<file path="src/rtl/imm_gen_pipe_pkg.sv">
`default_nettype none
// ============================================================================
// Module      : imm_gen_pipe_pkg
// Description : Shared opcode constants and immediate-format tags for the
//               decode-stage immediate generator.
// Revision    : 1.0 - initial release
// ============================================================================
package imm_gen_pipe_pkg;

  // Major opcodes, instruction bits [6:0]
  localparam logic [6:0] OPC_OP_IMM    = 7'b0010011;
  localparam logic [6:0] OPC_OP_IMM_32 = 7'b0011011;
  localparam logic [6:0] OPC_LOAD      = 7'b0000011;
  localparam logic [6:0] OPC_JALR      = 7'b1100111;
  localparam logic [6:0] OPC_STORE     = 7'b0100011;
  localparam logic [6:0] OPC_BRANCH    = 7'b1100011;
  localparam logic [6:0] OPC_LUI       = 7'b0110111;
  localparam logic [6:0] OPC_AUIPC     = 7'b0010111;
  localparam logic [6:0] OPC_JAL       = 7'b1101111;
  localparam logic [6:0] OPC_SYSTEM    = 7'b1110011;
  localparam logic [6:0] OPC_OP        = 7'b0110011;
  localparam logic [6:0] OPC_FENCE     = 7'b0001111;

  // Immediate format tag reported on out_fmt
  typedef enum logic [2:0] {
    FMT_NONE = 3'd0,
    FMT_I    = 3'd1,
    FMT_S    = 3'd2,
    FMT_B    = 3'd3,
    FMT_U    = 3'd4,
    FMT_J    = 3'd5,
    FMT_Z    = 3'd6,
    FMT_SH   = 3'd7
  } fmt_e;

endpackage
`default_nettype wire

</file>
<file path="src/rtl/imm_decode.sv">
`default_nettype none
// ============================================================================
// Module      : imm_decode
// Description : Combinational immediate extractor. Maps an instruction word
//               to its extended immediate, format tag and illegal flag.
// Revision    : 1.0 - initial release
// Ports       : ir      in   32    instruction word
//               imm     out  XLEN  extended immediate
//               fmt     out  3     format tag (fmt_e encoding)
//               illegal out  1     opcode not recognised
// ============================================================================
module imm_decode #(
  parameter int XLEN = 32
) (
  input  logic [31:0]     ir,
  output logic [XLEN-1:0] imm,
  output logic [2:0]      fmt,
  output logic            illegal
);
  import imm_gen_pipe_pkg::*;

  logic [6:0]      w_opcode;
  logic [2:0]      w_funct3;
  logic [XLEN-1:0] w_imm_i;
  logic [XLEN-1:0] w_imm_s;
  logic [XLEN-1:0] w_imm_b;
  logic [XLEN-1:0] w_imm_u;
  logic [XLEN-1:0] w_imm_j;
  logic [XLEN-1:0] w_shamt;
  logic [XLEN-1:0] w_shamt5;
  logic [XLEN-1:0] w_zimm;
  fmt_e            w_fmt;

  assign w_opcode = ir[6:0];
  assign w_funct3 = ir[14:12];

  // Size casts of signed operands sign-extend from ir[31] to XLEN.
  assign w_imm_i  = XLEN'($signed(ir[31:20]));
  assign w_imm_s  = XLEN'($signed({ir[31:25], ir[11:7]}));
  assign w_imm_b  = XLEN'($signed({ir[31], ir[7], ir[30:25], ir[11:8], 1'b0}));
  assign w_imm_u  = XLEN'($signed({ir[31:12], 12'b0}));
  assign w_imm_j  = XLEN'($signed({ir[31], ir[19:12], ir[20], ir[30:21], 1'b0}));
  // RV64 shifts use a 6-bit shamt; the *W forms and RV32 use 5 bits.
  assign w_shamt  = (XLEN == 64) ? XLEN'(ir[25:20]) : XLEN'(ir[24:20]);
  assign w_shamt5 = XLEN'(ir[24:20]);
  assign w_zimm   = XLEN'(ir[19:15]);

  always_comb begin
    imm     = '0;
    w_fmt   = FMT_NONE;
    illegal = 1'b0;
    case (w_opcode)
      OPC_OP_IMM: begin
        // funct3 001 (SLLI) and 101 (SRLI/SRAI) carry a shift amount
        if (w_funct3[1:0] == 2'b01) begin
          w_fmt = FMT_SH;
          imm   = w_shamt;
        end else begin
          w_fmt = FMT_I;
          imm   = w_imm_i;
        end
      end
      OPC_OP_IMM_32: begin
        if (XLEN == 64) begin
          if (w_funct3[1:0] == 2'b01) begin
            w_fmt = FMT_SH;
            imm   = w_shamt5;
          end else begin
            w_fmt = FMT_I;
            imm   = w_imm_i;
          end
        end else begin
          illegal = 1'b1;
        end
      end
      OPC_LOAD, OPC_JALR: begin
        w_fmt = FMT_I;
        imm   = w_imm_i;
      end
      OPC_STORE: begin
        w_fmt = FMT_S;
        imm   = w_imm_s;
      end
      OPC_BRANCH: begin
        w_fmt = FMT_B;
        imm   = w_imm_b;
      end
      OPC_LUI, OPC_AUIPC: begin
        w_fmt = FMT_U;
        imm   = w_imm_u;
      end
      OPC_JAL: begin
        w_fmt = FMT_J;
        imm   = w_imm_j;
      end
      OPC_SYSTEM: begin
        // CSR immediate forms have funct3[2] set
        if (w_funct3[2]) begin
          w_fmt = FMT_Z;
          imm   = w_zimm;
        end
      end
      OPC_OP, OPC_FENCE: begin
        w_fmt = FMT_NONE;
      end
      default: begin
        illegal = 1'b1;
      end
    endcase
  end

  assign fmt = w_fmt;

endmodule
`default_nettype wire

</file>
<file path="src/rtl/imm_gen_pipe.sv">
`default_nettype none
// ============================================================================
// Module      : imm_gen_pipe
// Description : Registered valid/ready immediate generator for the decode
//               stage, with optional 2-entry skid buffer. Emits immediate,
//               format tag, illegal flag, pc and pc+imm one cycle after accept.
// Revision    : 1.0 - initial release
// Ports       : clk, rst_n (async active-low), flush (sync kill)
//               in_valid/in_ready/in_ir/in_pc       upstream handshake
//               out_valid/out_ready                 downstream handshake
//               out_imm/out_fmt/out_illegal/out_target/out_pc  result
// ============================================================================
module imm_gen_pipe #(
  parameter int XLEN = 32,
  parameter int SKID = 1
) (
  input  logic            clk,
  input  logic            rst_n,
  input  logic            flush,
  input  logic            in_valid,
  output logic            in_ready,
  input  logic [31:0]     in_ir,
  input  logic [XLEN-1:0] in_pc,
  output logic            out_valid,
  input  logic            out_ready,
  output logic [XLEN-1:0] out_imm,
  output logic [2:0]      out_fmt,
  output logic            out_illegal,
  output logic [XLEN-1:0] out_target,
  output logic [XLEN-1:0] out_pc
);

  // Entry layout: {pc, target, imm, fmt, illegal}
  localparam int EW = 3 * XLEN + 4;

  logic [XLEN-1:0] w_dec_imm;
  logic [2:0]      w_dec_fmt;
  logic            w_dec_illegal;
  logic [EW-1:0]   w_in_entry;
  logic            w_accept;
  logic            w_consume;
  logic            w_m_free;
  logic            w_m_next_valid;
  logic [EW-1:0]   w_m_next_entry;
  logic            r_m_valid;
  logic [EW-1:0]   r_m_entry;

  imm_decode #(
    .XLEN    (XLEN)
  ) u_imm_decode (
    .ir      (in_ir),
    .imm     (w_dec_imm),
    .fmt     (w_dec_fmt),
    .illegal (w_dec_illegal)
  );

  // Target adder sits before the register so the output is a clean flop.
  assign w_in_entry = {in_pc, in_pc + w_dec_imm, w_dec_imm, w_dec_fmt, w_dec_illegal};

  // flush discards any same-cycle input.
  assign w_accept  = in_valid && in_ready && !flush;
  assign w_consume = r_m_valid && out_ready;
  assign w_m_free  = !r_m_valid || w_consume;

  generate
    if (SKID != 0) begin : g_skid
      logic          r_k_valid;
      logic [EW-1:0] r_k_entry;

      // in_ready comes straight off a flop: only a full skid stalls input.
      assign in_ready = !r_k_valid;

      // K is only ever occupied while M is full; when M frees up K always
      // moves across, and no input is accepted that cycle (in_ready was 0).
      assign w_m_next_valid = r_k_valid || w_accept;
      assign w_m_next_entry = r_k_valid ? r_k_entry : w_in_entry;

      always_ff @(posedge clk or negedge rst_n) begin
        if (!rst_n) begin
          r_k_valid <= 1'b0;
          r_k_entry <= '0;
        end else if (flush) begin
          r_k_valid <= 1'b0;
        end else if (w_m_free) begin
          r_k_valid <= 1'b0;
        end else if (w_accept) begin
          r_k_valid <= 1'b1;
          r_k_entry <= w_in_entry;
        end
      end
    end else begin : g_noskid
      assign in_ready       = !r_m_valid || out_ready;
      assign w_m_next_valid = w_accept;
      assign w_m_next_entry = w_in_entry;
    end
  endgenerate

  always_ff @(posedge clk or negedge rst_n) begin
    if (!rst_n) begin
      r_m_valid <= 1'b0;
      r_m_entry <= '0;
    end else if (flush) begin
      r_m_valid <= 1'b0;
    end else if (w_m_free) begin
      r_m_valid <= w_m_next_valid;
      // Data only moves on a real load, so it stays stable under stall.
      if (w_m_next_valid) begin
        r_m_entry <= w_m_next_entry;
      end
    end
  end

  assign out_valid = r_m_valid;
  assign {out_pc, out_target, out_imm, out_fmt, out_illegal} = r_m_entry;

endmodule
`default_nettype wire

</file>
<file path="config.mk">
export PLATFORM = sky130hd
export DESIGN_NAME = imm_gen_pipe
export DESIGN_NICKNAME = d
export VERILOG_FILES = /design/src/rtl/imm_gen_pipe_pkg.sv /design/src/rtl/imm_decode.sv /design/src/rtl/imm_gen_pipe.sv
export SDC_FILE = /design/constraint.sdc
export NUM_CORES = 1
export LEC_CHECK = 0
export ABC_CLOCK_PERIOD_IN_PS = 3100
export CAP_MARGIN = 20
export CORE_AREA = 2 2 106 184
export CTS_CLUSTER_SIZE = 24
export DETAILED_ROUTE_END_ITERATION = 8
export DIE_AREA = 0 0 108 186
export PLACE_DENSITY_LB_ADDON = 0.3
export SLEW_MARGIN = 30
export SYNTH_ARGS = -nofsm -noshare
export SYNTH_HDL_FRONTEND = slang
export SYNTH_SLANG_ARGS = --single-unit
</file>
<file path="constraint.sdc">
create_clock -name clk -period 3.1 [get_ports clk]
set_clock_uncertainty 0.15 [all_clocks]
set_input_delay 0.31 -clock clk [delete_from_list [all_inputs] [get_ports clk]]
set_output_delay 0.31 -clock clk [all_outputs]
set_load 0.01 [all_outputs]
</file>
Word level (Yosys, flattened, before mapping)

Cells that the tools add are included.

Memories: 0
Output and inout bits: 102
Latch bits: 0
Memory bits (read-only): 0
Bits in writable memories: 0
Flip-flop bits (word level): 202
Input bits: 69
Word-level logic and storage cells: 47

Eq/ne operators: 12
Reductions and logical operators: 15
Divide/modulo/power cells: 0
Order comparisons: 0
Add/subtract/negate cells: 1
Multiplexer cells: 13
Bitwise logic cells: 2
Shifts and indexed selects: 0
Multiply operators: 0

Operators by type and width:

| cell                 | count |
|---|---|
| $pmux W32 S7         | 1 |
| $mux W100            | 1 |
| $add A32 B32 Y32     | 1 |
| $mux W32             | 1 |
| $eq A7 B7 Y1 const B | 4 |
| $eq A7 B6 Y1 const B | 3 |
| $pmux W3 S7          | 1 |
| $eq A7 B5 Y1 const B | 2 |
| $reduce_or A11 Y1    | 1 |
| $eq A7 B2 Y1 const B | 1 |
| $eq A7 B4 Y1 const B | 1 |
| $mux W1              | 6 |
| $mux W3              | 2 |
| $reduce_and A3 Y1    | 2 |
| $mux W5              | 1 |
| $reduce_or A2 Y1     | 2 |
| $logic_and A1 B1 Y1  | 3 |
| $logic_not A1 Y1     | 3 |
| $reduce_bool A3 Y1   | 1 |
| $eq A2 B1 Y1 const B | 1 |
| $logic_or A1 B1 Y1   | 2 |
| $not A1 Y1           | 2 |
| $reduce_bool A2 Y1   | 1 |

Logic depth before layout (Yosys ltp)

Gate-level depths: netlist of the first run.

Depth after elaboration: 6
Depth in mapped cells: 20
Gate-level depth less buffers: 19

Hierarchy

From an unflattened synthesis of the first run, not the netlist that was laid out.

Cells, all modules: 1,067
Area total of the unflattened synthesis: 10,766.6 um2

By module, submodules not included:

| module       | area an instance (um2) | cells each | sequential area each (um2) | instances |
|---|---|---|---|---|
| imm_gen_pipe | 10,123.5               | 973        | 5,054.8                    | 1 |
| imm_decode   | 643.1                  | 94         | 0.0                        | 1 |

Least setup slack after synthesis of the first run

No wires, ideal clock.

Path type: in2reg
Start point: in in_ir[1]
End point: reg r_m_entry[64]
Arrival: 3.244 ns
Setup slack: -0.416 ns
Required time: 2.828 ns
Setup time: 0.122 ns
Buffers on the path: 0
Stages on the path: 15
Cells stage by stage: and2_1 nand2b_1 nor4b_1 a22o_1 a21oi_1 fa_1 nand2b_1 a21oi_1 o21ai_1 a21oi_2 o21a_4 a2111oi_4 nor3_4 mux2i_1 nand2_1

Longest elaborated chain between the ends: 5
Elaborated cells between the ends (all ways): 14

RTL lines:

| what                                       | line                | RTL |
|---|---|---|
| start, declared                            | imm_gen_pipe.sv:22  | `input logic [31:0] in_ir,` |
| $eq A7 B6 Y1 (tied with other cells)       | imm_decode.sv:52    | `case (w_opcode)` |
| $reduce_or A2 Y1, on equally long branches | n/a                 |  |
| $pmux W32 S7 (*)                           | imm_decode.sv:52    |  |
| $add A32 B32 Y32 (*)                       | imm_gen_pipe.sv:58  | `assign w_in_entry = {in_pc, in_pc + w_dec_imm, w_dec_imm, w_dec_fmt, w_dec_illegal};` |
| $mux W100 (*)                              | imm_gen_pipe.sv:76  | `assign w_m_next_entry = r_k_valid ? r_k_entry : w_in_entry;` |
| end signal, assigned                       | imm_gen_pipe.sv:108 | `r_m_entry <= w_m_next_entry;` |
| end, declared                              | imm_gen_pipe.sv:46  | `logic [EW-1:0] r_m_entry;` |

Every way passes the cells marked *; elsewhere a longest branch is shown, timed or not.
A chain may end at the register's enable or synchronous reset.

Final worst setup path of the first run

Start point: in in_ir[12]
End point: reg r_m_entry[65]

Longest elaborated chain between the ends: 5

RTL lines:

| what                           | line               | RTL |
|---|---|---|
| $eq A2 B1 Y1                   | imm_decode.sv:55   | `if (w_funct3[1:0] == 2'b01) begin` |
| $mux W32                       | imm_decode.sv:55   |  |
| $pmux W32 S7 (*)               | imm_decode.sv:52   |  |
| named net u_imm_decode.imm[12] | imm_decode.sv:16   | `output logic [XLEN-1:0] imm,` |
| $add A32 B32 Y32 (*)           | imm_gen_pipe.sv:58 |  |
| $mux W100 (*)                  | imm_gen_pipe.sv:76 |  |

The timed path passes the listed nets; every way through them passes the cells marked *.

==> results of run 1 <==
[power groups by stage]
stage,registers [uW],logic (uW),clock network [uW]
floorplan,3310,620,0
global placement,3260,1430,0
detailed placement,3290,1470,0
CTS,3240,1560,2410
global route,3290,1740,2510
finish,3250,1620,2400
[flip-flops by register name, indices dropped and copies added, names as in the netlist]
signal / count
g_skid.r_k_valid: 1
r_m_entry: 100
g_skid.r_k_entry: 100
out_valid: 1
[worst max-delay path: stages]
cell and delay [ns]:
dlygate4sd2_1 0.29, nor2b_4 0.23, o21ai_4 0.08, a21oi_4 0.24
nor3b_4 0.08, buf_12 0.16, a21oi_4 0.14, inv_2 0.07
ha_1 0.21, nor3_1 0.25, o21ai_1 0.12, o211ai_2 0.14
o31ai_4 0.12, o2111ai_2 0.23, a31oi_4 0.16, a311oi_4 0.34
mux2i_1 0.23, nand2_1 0.09
[cells by family (layout without fill, tap and decap cells)]
logic type	after synthesis	count (layout)	synth area share (%)
compound gates	334	334	18.4
xor+xnor	30	30	2.48
fa+ha+maj	32	32	3.85
buf+inv	97	440	3.97
flops	202	202	47.8
mux	99	99	9.94
simple gates	323	323	13.6
[layout by cell type (no fill, tap or decap), drive strengths merged, types with 3 or more instances in the layout]
cell           synthesis  layout
a21o                  16      16
nor3b                  3       3
xnor2                 13      13
clkinv                 0       3
mux2                  49      49
a211oi                 5       5
a21oi                107     107
o21ai                160     160
buf                   14     211
inv                   30      31
nand2                169     169
o31ai                  5       5
clkbuf                52      33
nor2                  70      70
o21a                   5       5
nand3                  8       8
nor3                  14      14
or3                    4       4
a31oi                 11      11
and3                  13      13
mux2i                 50      50
dfrtp                202     202
and2                  11      11
nor2b                  8       8
nand4                  7       7
a22o                   4       4
ha                    31      31
nand2b                 8       8
xor2                  17      17
dlygate4sd2            0       4
clkdlybuf4s50          0     155
[worst max path at each step]
stage | end | slack [ns] | depth (start not counted)
2_1_floorplan | r_m_entry[65]$_DFFE_PN0P_ | -0.13 | 18
3_3_place_gp | r_m_entry[64]$_DFFE_PN0P_ | -1.00 | 17
3_5_place_dp | r_m_entry[64]$_DFFE_PN0P_ | -1.12 | 17
4_1_cts | r_m_entry[65]$_DFFE_PN0P_ | 0.005 | 16
5_1_grt | r_m_entry[65]$_DFFE_PN0P_ | -0.37 | 18
6_report | r_m_entry[65]$_DFFE_PN0P_ | -0.20 | 18
[metal layers]
layer | wire (um) | vias up
met5 | 0 | -
met4 | 2480 | 0
met3 | 2140 | 175
met2 | 18500 | 528
met1 | 12500 | 5008
li1 | - | 4534
[synthesized netlist by cell type (3+ instances only)]
cell type  number
dfrtp_1       202
nand2_1       169
o21ai_0       144
a21oi_1       101
nor2_1         70
clkbuf_1       50
mux2i_1        50
mux2_2         49
ha_1           31
inv_1          30
xor2_1         17
a21o_1         16
o21ai_1        15
xnor2_1        13
and3_1         12
nor3_1         11
and2_1         10
a31oi_1         9
nand2b_1        8
nand3_1         8
nor2b_1         8
nand4_1         7
a21oi_2         6
a211oi_1        4
a22o_1          4
buf_1           4
buf_2           4
o21a_1          4
o31ai_1         4
or3_1           4
buf_4           3
buf_6           3
[per-stage QoR]
stage | std cells | power, uW | setup slack, ns | area [um^2] | hold WS, ns
final | 1698 | 7270 | -0.201 | 15500 | 0.248
after global routing | 1698 | 7550 | -0.371 | 15500 | 0.308
after global placement | 1617 | 4690 | -1.00 | 13800 | 0.197
after detailed placement | 1617 | 4760 | -1.12 | 13800 | 0.204
after CTS | 1685 | 7210 | 0.00472 | 15200 | 0.251
after floorplan | 1117 | 3930 | -0.125 | 10800 | -0.136
[cell type report]
cell class	instances	area share (%)
inverters	30	0.728
multi-input cells	818	38.7
well taps	238	1.93
clock inverters	6	0.566
flip-flops and latches	202	32.7
clock buffers	27	3.46
repair buffers	377	21.9
[what timing repair did]
item,4_1_cts,5_1_grt
gates resized for setup,124,66
pin swaps,52,49
endpoints found under the hold margin,64,0
setup buffers,33,14
hold buffers,1,0
cloned,1,0
setup endpoints to repair,48,41
==> metrics.yaml, run 1 <==
logic_synthesis:
  synth_area_leaders: "dfrtp_1 (48%), o21ai_0 (6.8%), nand2_1 (6.0%)"
  synth_cells: 1117
  ys_types: 71
  synth_nets: 1218
  ys.warnings.count: 0
  async_reset_ff_share_pct: 100
  syn-cell-area_mm2: 0.0106
  synthFlopType: "dfrtp_1"
  synth_edf_count: 0
  ys_ff_latch: 202
  yosysTopAreaCellShare_pct: 47.8
  syn-mean-instance-area_um2: 9.48
  yosysSeqAreaShare_pct: 47.8
  yosys.area.top_type: "dfrtp_1"
sta:
  finalSetupViolCount: 31
  rsz0062_at_grt: "true"
  fin_crit_sh_pct: 106
  timing.final.hold_violations: 0
  fmax_ghz: 0.303
  slew_violations: 0
  slew_headroom_pct: 38.3
  tightest_slew_ns: 0.926
  worst_slack_ns: -0.201
  finalCriticalPeriod_ns: 3.30
  setup_tns_ns: -3.04
power_and_ir_drop:
  peakVddDrop_uv: 500
  internal_power_uw: 5250
  power.switching_uw: 2030
  combinationalPowerShare_pct: 22.3
  sequentialPowerShare_pct: 44.7
  swShare_pct: 27.9
  pwr-share-clk_pct: 33.0
  leakagePower_uw: 0.00716
  power_per_cell_area_mw_per_mm2: 470
clock_network:
  clk_latency_ns: 0.50
  clk_pin_slew_ns: 0.06
  htreeDepth: 1
  cts_buffers: 19
  cts_tree: "built"
  cts_buffer_depth: 3
  clockRootBuffer: "clkbuf_16"
  cts_sinks: 202
run_status:
  status: "finished with violations"
  failed_checks: "negative setup slack"
layout:
  drive_gt1_share_pct: 30.3
  diodes: 0
  final_nets: 1549
  area_delta_synth_final_pct: 46.1
  post-route-util_pct: 83.3
  regArea_mm2: 0.00506
  multi_input_area_mm2: 0.00599
  num-fill-cells: 1029
setup_path:
  cp_max_fo: 8
  crit_type: "primary input to flip-flop"
  arrival_ns: 3.52
  end_kind: "flip-flop"
  rrSetupSlack_ns: 0.64
  r2r-start: "g_skid.r_k_valid$_DFFE_PN0P_"
  crit_start: "in_ir[12]"
  rr_worst_depth: 5
  worstReg2RegEnd: "g_skid.r_k_entry[83]$_DFFE_PN0P_"
  required_ns: 3.32
  start_kind: "primary input"
drt:
  drt-initial-drc-count: 809
  drt_first_pass_iters: 8
  drtAntennaViolNets: 0
  vias: 10245
  via_per_inst: 6.03
  drc: 0
  wirelength_mm: 35.7
  post_drt_wl_per_cell_um: 21.0
floorplan:
  die_w_um: 108
  coreArea_mm2: 0.0186
  fp.dieH_um: 186
  start_util_pct: 57.0
  num_rows: 66
  pin_count: 171
  die_area_mm2: 0.0201
placed_design:
  port_buffers: 170
  hpwl_mm: 22.6
  gp_congestion: 0.920
global_routing:
  grt.overflow.total: 0
  first_global_vias: 10214
  grt_max_degree: 138
  grt_use_met1_pct: 38.3
  gr-usage-met2_pct: 61.8
  antenna_found_initial: 0
  grt.total_usage_pct: 33.9
  grt_pass1_wl_mm: 52.8
  top_usage_layer: "met2"
  use_met3_pct: 3.50
flow_run:
  drv_cap: 0
hold_path:
  hp-class: "primary input to async pin"
(Power assumes the default switching activity.)
==> run 2: changes to the inputs <==
- REMOVE_ABC_BUFFERS: unset -> 1
==> metrics.yaml, run 2 (synthesis gave the netlist of run 1 again) <==
floorplan:
  coreArea_mm2: 0.0186
  fp.dieH_um: 186
  pin_count: 171
  num_rows: 66
  die_w_um: 108
  start_util_pct: 57.0
  die_area_mm2: 0.0201
layout:
  diodes: 0
  finalNonFillerCells: 1703
  drive_gt1_share_pct: 29.6
  regArea_mm2: 0.00506
  num-fill-cells: 1107
  top_regs: "g_skid.r_k_entry x100, r_m_entry x100"
  final_nets: 1553
  mostFrequentLayoutCells: "dfrtp_1 (201), buf_4 (187), nand2_1 (167)"
  final_cell_area_mm2: 0.0155
  multi_input_area_mm2: 0.00590
  final_common_cell: "dfrtp_1"
  area_delta_synth_final_pct: 46.8
drt:
  via_per_inst: 5.80
  drtAntennaViolNets: 0
  wirelength_mm: 33.5
  drt-initial-drc-count: 562
  drt_first_pass_iters: 5
  drc: 0
  post_drt_wl_per_cell_um: 19.7
  vias: 9869
sta:
  slew_headroom_pct: 52.6
  tightest_slew_ns: 0.712
  finalCriticalPeriod_ns: 3.07
  rsz0062_at_grt: "true"
  slew_violations: 0
  worst_slack_ns: 0.0306
  setup_tns_ns: 0
  finalSetupViolCount: 0
  fmax_ghz: 0.326
  fin_crit_sh_pct: 99.0
  timing.final.hold_violations: 0
power_and_ir_drop:
  power_per_cell_area_mw_per_mm2: 482
  pwr-share-clk_pct: 35.3
  combinationalPowerShare_pct: 21.4
  leakagePower_uw: 0.00724
  internal_power_uw: 5470
  power.total_uw: 7480
  peakVddDrop_uv: 667
  power.switching_uw: 2010
  swShare_pct: 26.9
  sequentialPowerShare_pct: 43.3
clock_network:
  cts_sinks: 202
  clk_pin_slew_ns: 0.07
  clockRootBuffer: "clkbuf_16"
  clk_latency_ns: 0.50
  cts_tree: "built"
  cts_buffer_depth: 3
  htreeDepth: 1
  cts_buffers: 20
setup_path:
  worstReg2RegEnd: "r_m_entry[48]$_DFFE_PN0P_"
  arrival_ns: 3.31
  end_kind: "flip-flop"
  start_kind: "primary input"
  r2r-start: "g_skid.r_k_valid$_DFFE_PN0P_"
  rrSetupSlack_ns: 1.12
  required_ns: 3.34
  rr_worst_depth: 5
  cp_max_fo: 8
  crit_type: "primary input to flip-flop"
run_status:
  status: "finished clean"
placed_design:
  placed_area_mm2: 0.0136
  port_buffers: 170
  dp_slack_ns: -1.23
  gp_congestion: 0.948
  dpl.cell_count: 1626
  hpwl_mm: 22.3
hold_path:
  hp-class: "primary input to flip-flop"
  min_path_cells: 4
  min_from: "in_ir[12]"
  min_to: "g_skid.r_k_entry[16]$_DFFE_PN0P_"
flow_run:
  drv_cap: 0
global_routing:
  grt.total_usage_pct: 32.6
  grt_pass1_wl_mm: 51.1
  grt.overflow.total: 0
  grt_max_degree: 137
  antenna_found_initial: 0
  first_global_vias: 9938
run 2: cell types whose count changed in the layout (fill, tap and decap cells not counted), moves of 3 or more:
| cell | delta |
|---|---|
| a21oi_1 | +6 |
| nor2_2 | -3 |
| a21oi_2 | -6 |
| o21ai_0 | +5 |
| dlygate4sd2_1 | -3 |
| o21ai_1 | -4 |
| buf_6 | +7 |
| nor2_1 | +5 |
| buf_4 | -3 |
run 2: timing repair:
action                                  in CTS  in global routing
hold buffers                                 1                  0
pin swaps                                   53                 64
endpoints found under the setup margin      53                 39
buffers inserted                            28                 17
hold endpoints to repair                    76                  0
resized for setup                          137                 88
run 2: how the worst max path moves through the flow:
stage | from | end | slack (ns) | cells past startpoint
floorplan | g_skid.r_k_valid$_DFFE_PN0P_ | g_skid.r_k_entry[10]$_DFFE_PN0P_ | -4.78 | 3
global placement | in_ir[4] | r_m_entry[65]$_DFFE_PN0P_ | -1.23 | 18
detailed placement | in_ir[4] | r_m_entry[54]$_DFFE_PN0P_ | -1.23 | 19
CTS | in_ir[20] | r_m_entry[54]$_DFFE_PN0P_ | 0.0004 | 18
global route | in_ir[5] | g_skid.r_k_entry[65]$_DFFE_PN0P_ | -0.13 | 19
finish | in_ir[5] | r_m_entry[65]$_DFFE_PN0P_ | 0.03 | 19
run 2: power by group through the flow:
| stage | clock, uW | combinational (uW) | sequential (uW) |
|---|---|---|---|
| floorplan | 0 | 571 | 3320 |
| global placement | 0 | 1420 | 3260 |
| detailed placement | 0 | 1460 | 3280 |
| CTS | 2670 | 1540 | 3240 |
| global route | 2770 | 1740 | 3280 |
| finish | 2640 | 1600 | 3240 |
run 2: per-stage QoR:
step           hold WS [ns]  util, %
6_report             0.0920     83.7
5_1_grt              0.0800     83.7
4_1_cts              0.0399     81.2
3_5_place_dp          0.230     73.4
3_3_place_gp          0.219     73.4
2_1_floorplan        -0.136        -
run 2: critical path: stages:
cell	delay, ns
buf_12	0.11
buf_8	0.12
o21ai_4	0.19
a21oi_4	0.10
buf_6	0.13
nor3b_4	0.21
buf_12	0.18
a21oi_4	0.04
inv_2	0.08
ha_4	0.22
a21oi_4	0.17
o21ai_2	0.09
a31oi_2	0.21
o31ai_4	0.11
o2111ai_2	0.24
a31oi_4	0.15
a311oi_4	0.37
mux2i_1	0.21
nand2_1	0.06
run 2: final cells by class:
class	instances	share of cell area [%]
Inverter	30	0.724
Clock inverter	10	1.01
Multi-Input combinational cell	818	38.0
Timing Repair Buffer	380	22.3
Tap cell	238	1.92
Sequential cell	202	32.5
Clock buffer	25	3.54
run 2: metal layers:
layer / up-vias / part of all wire [%] / wire, um / global-route usage (%)
li1: 4573 / - / - / -
met1: 4827 / 36 / 12100 / 36.8
met2: 363 / 54 / 18100 / 59.4
met3: 106 / 4.8 / 1610 / 3.96
met4: 0 / 5.0 / 1680 / 16.5
met5: - / 0 / 0 / 0
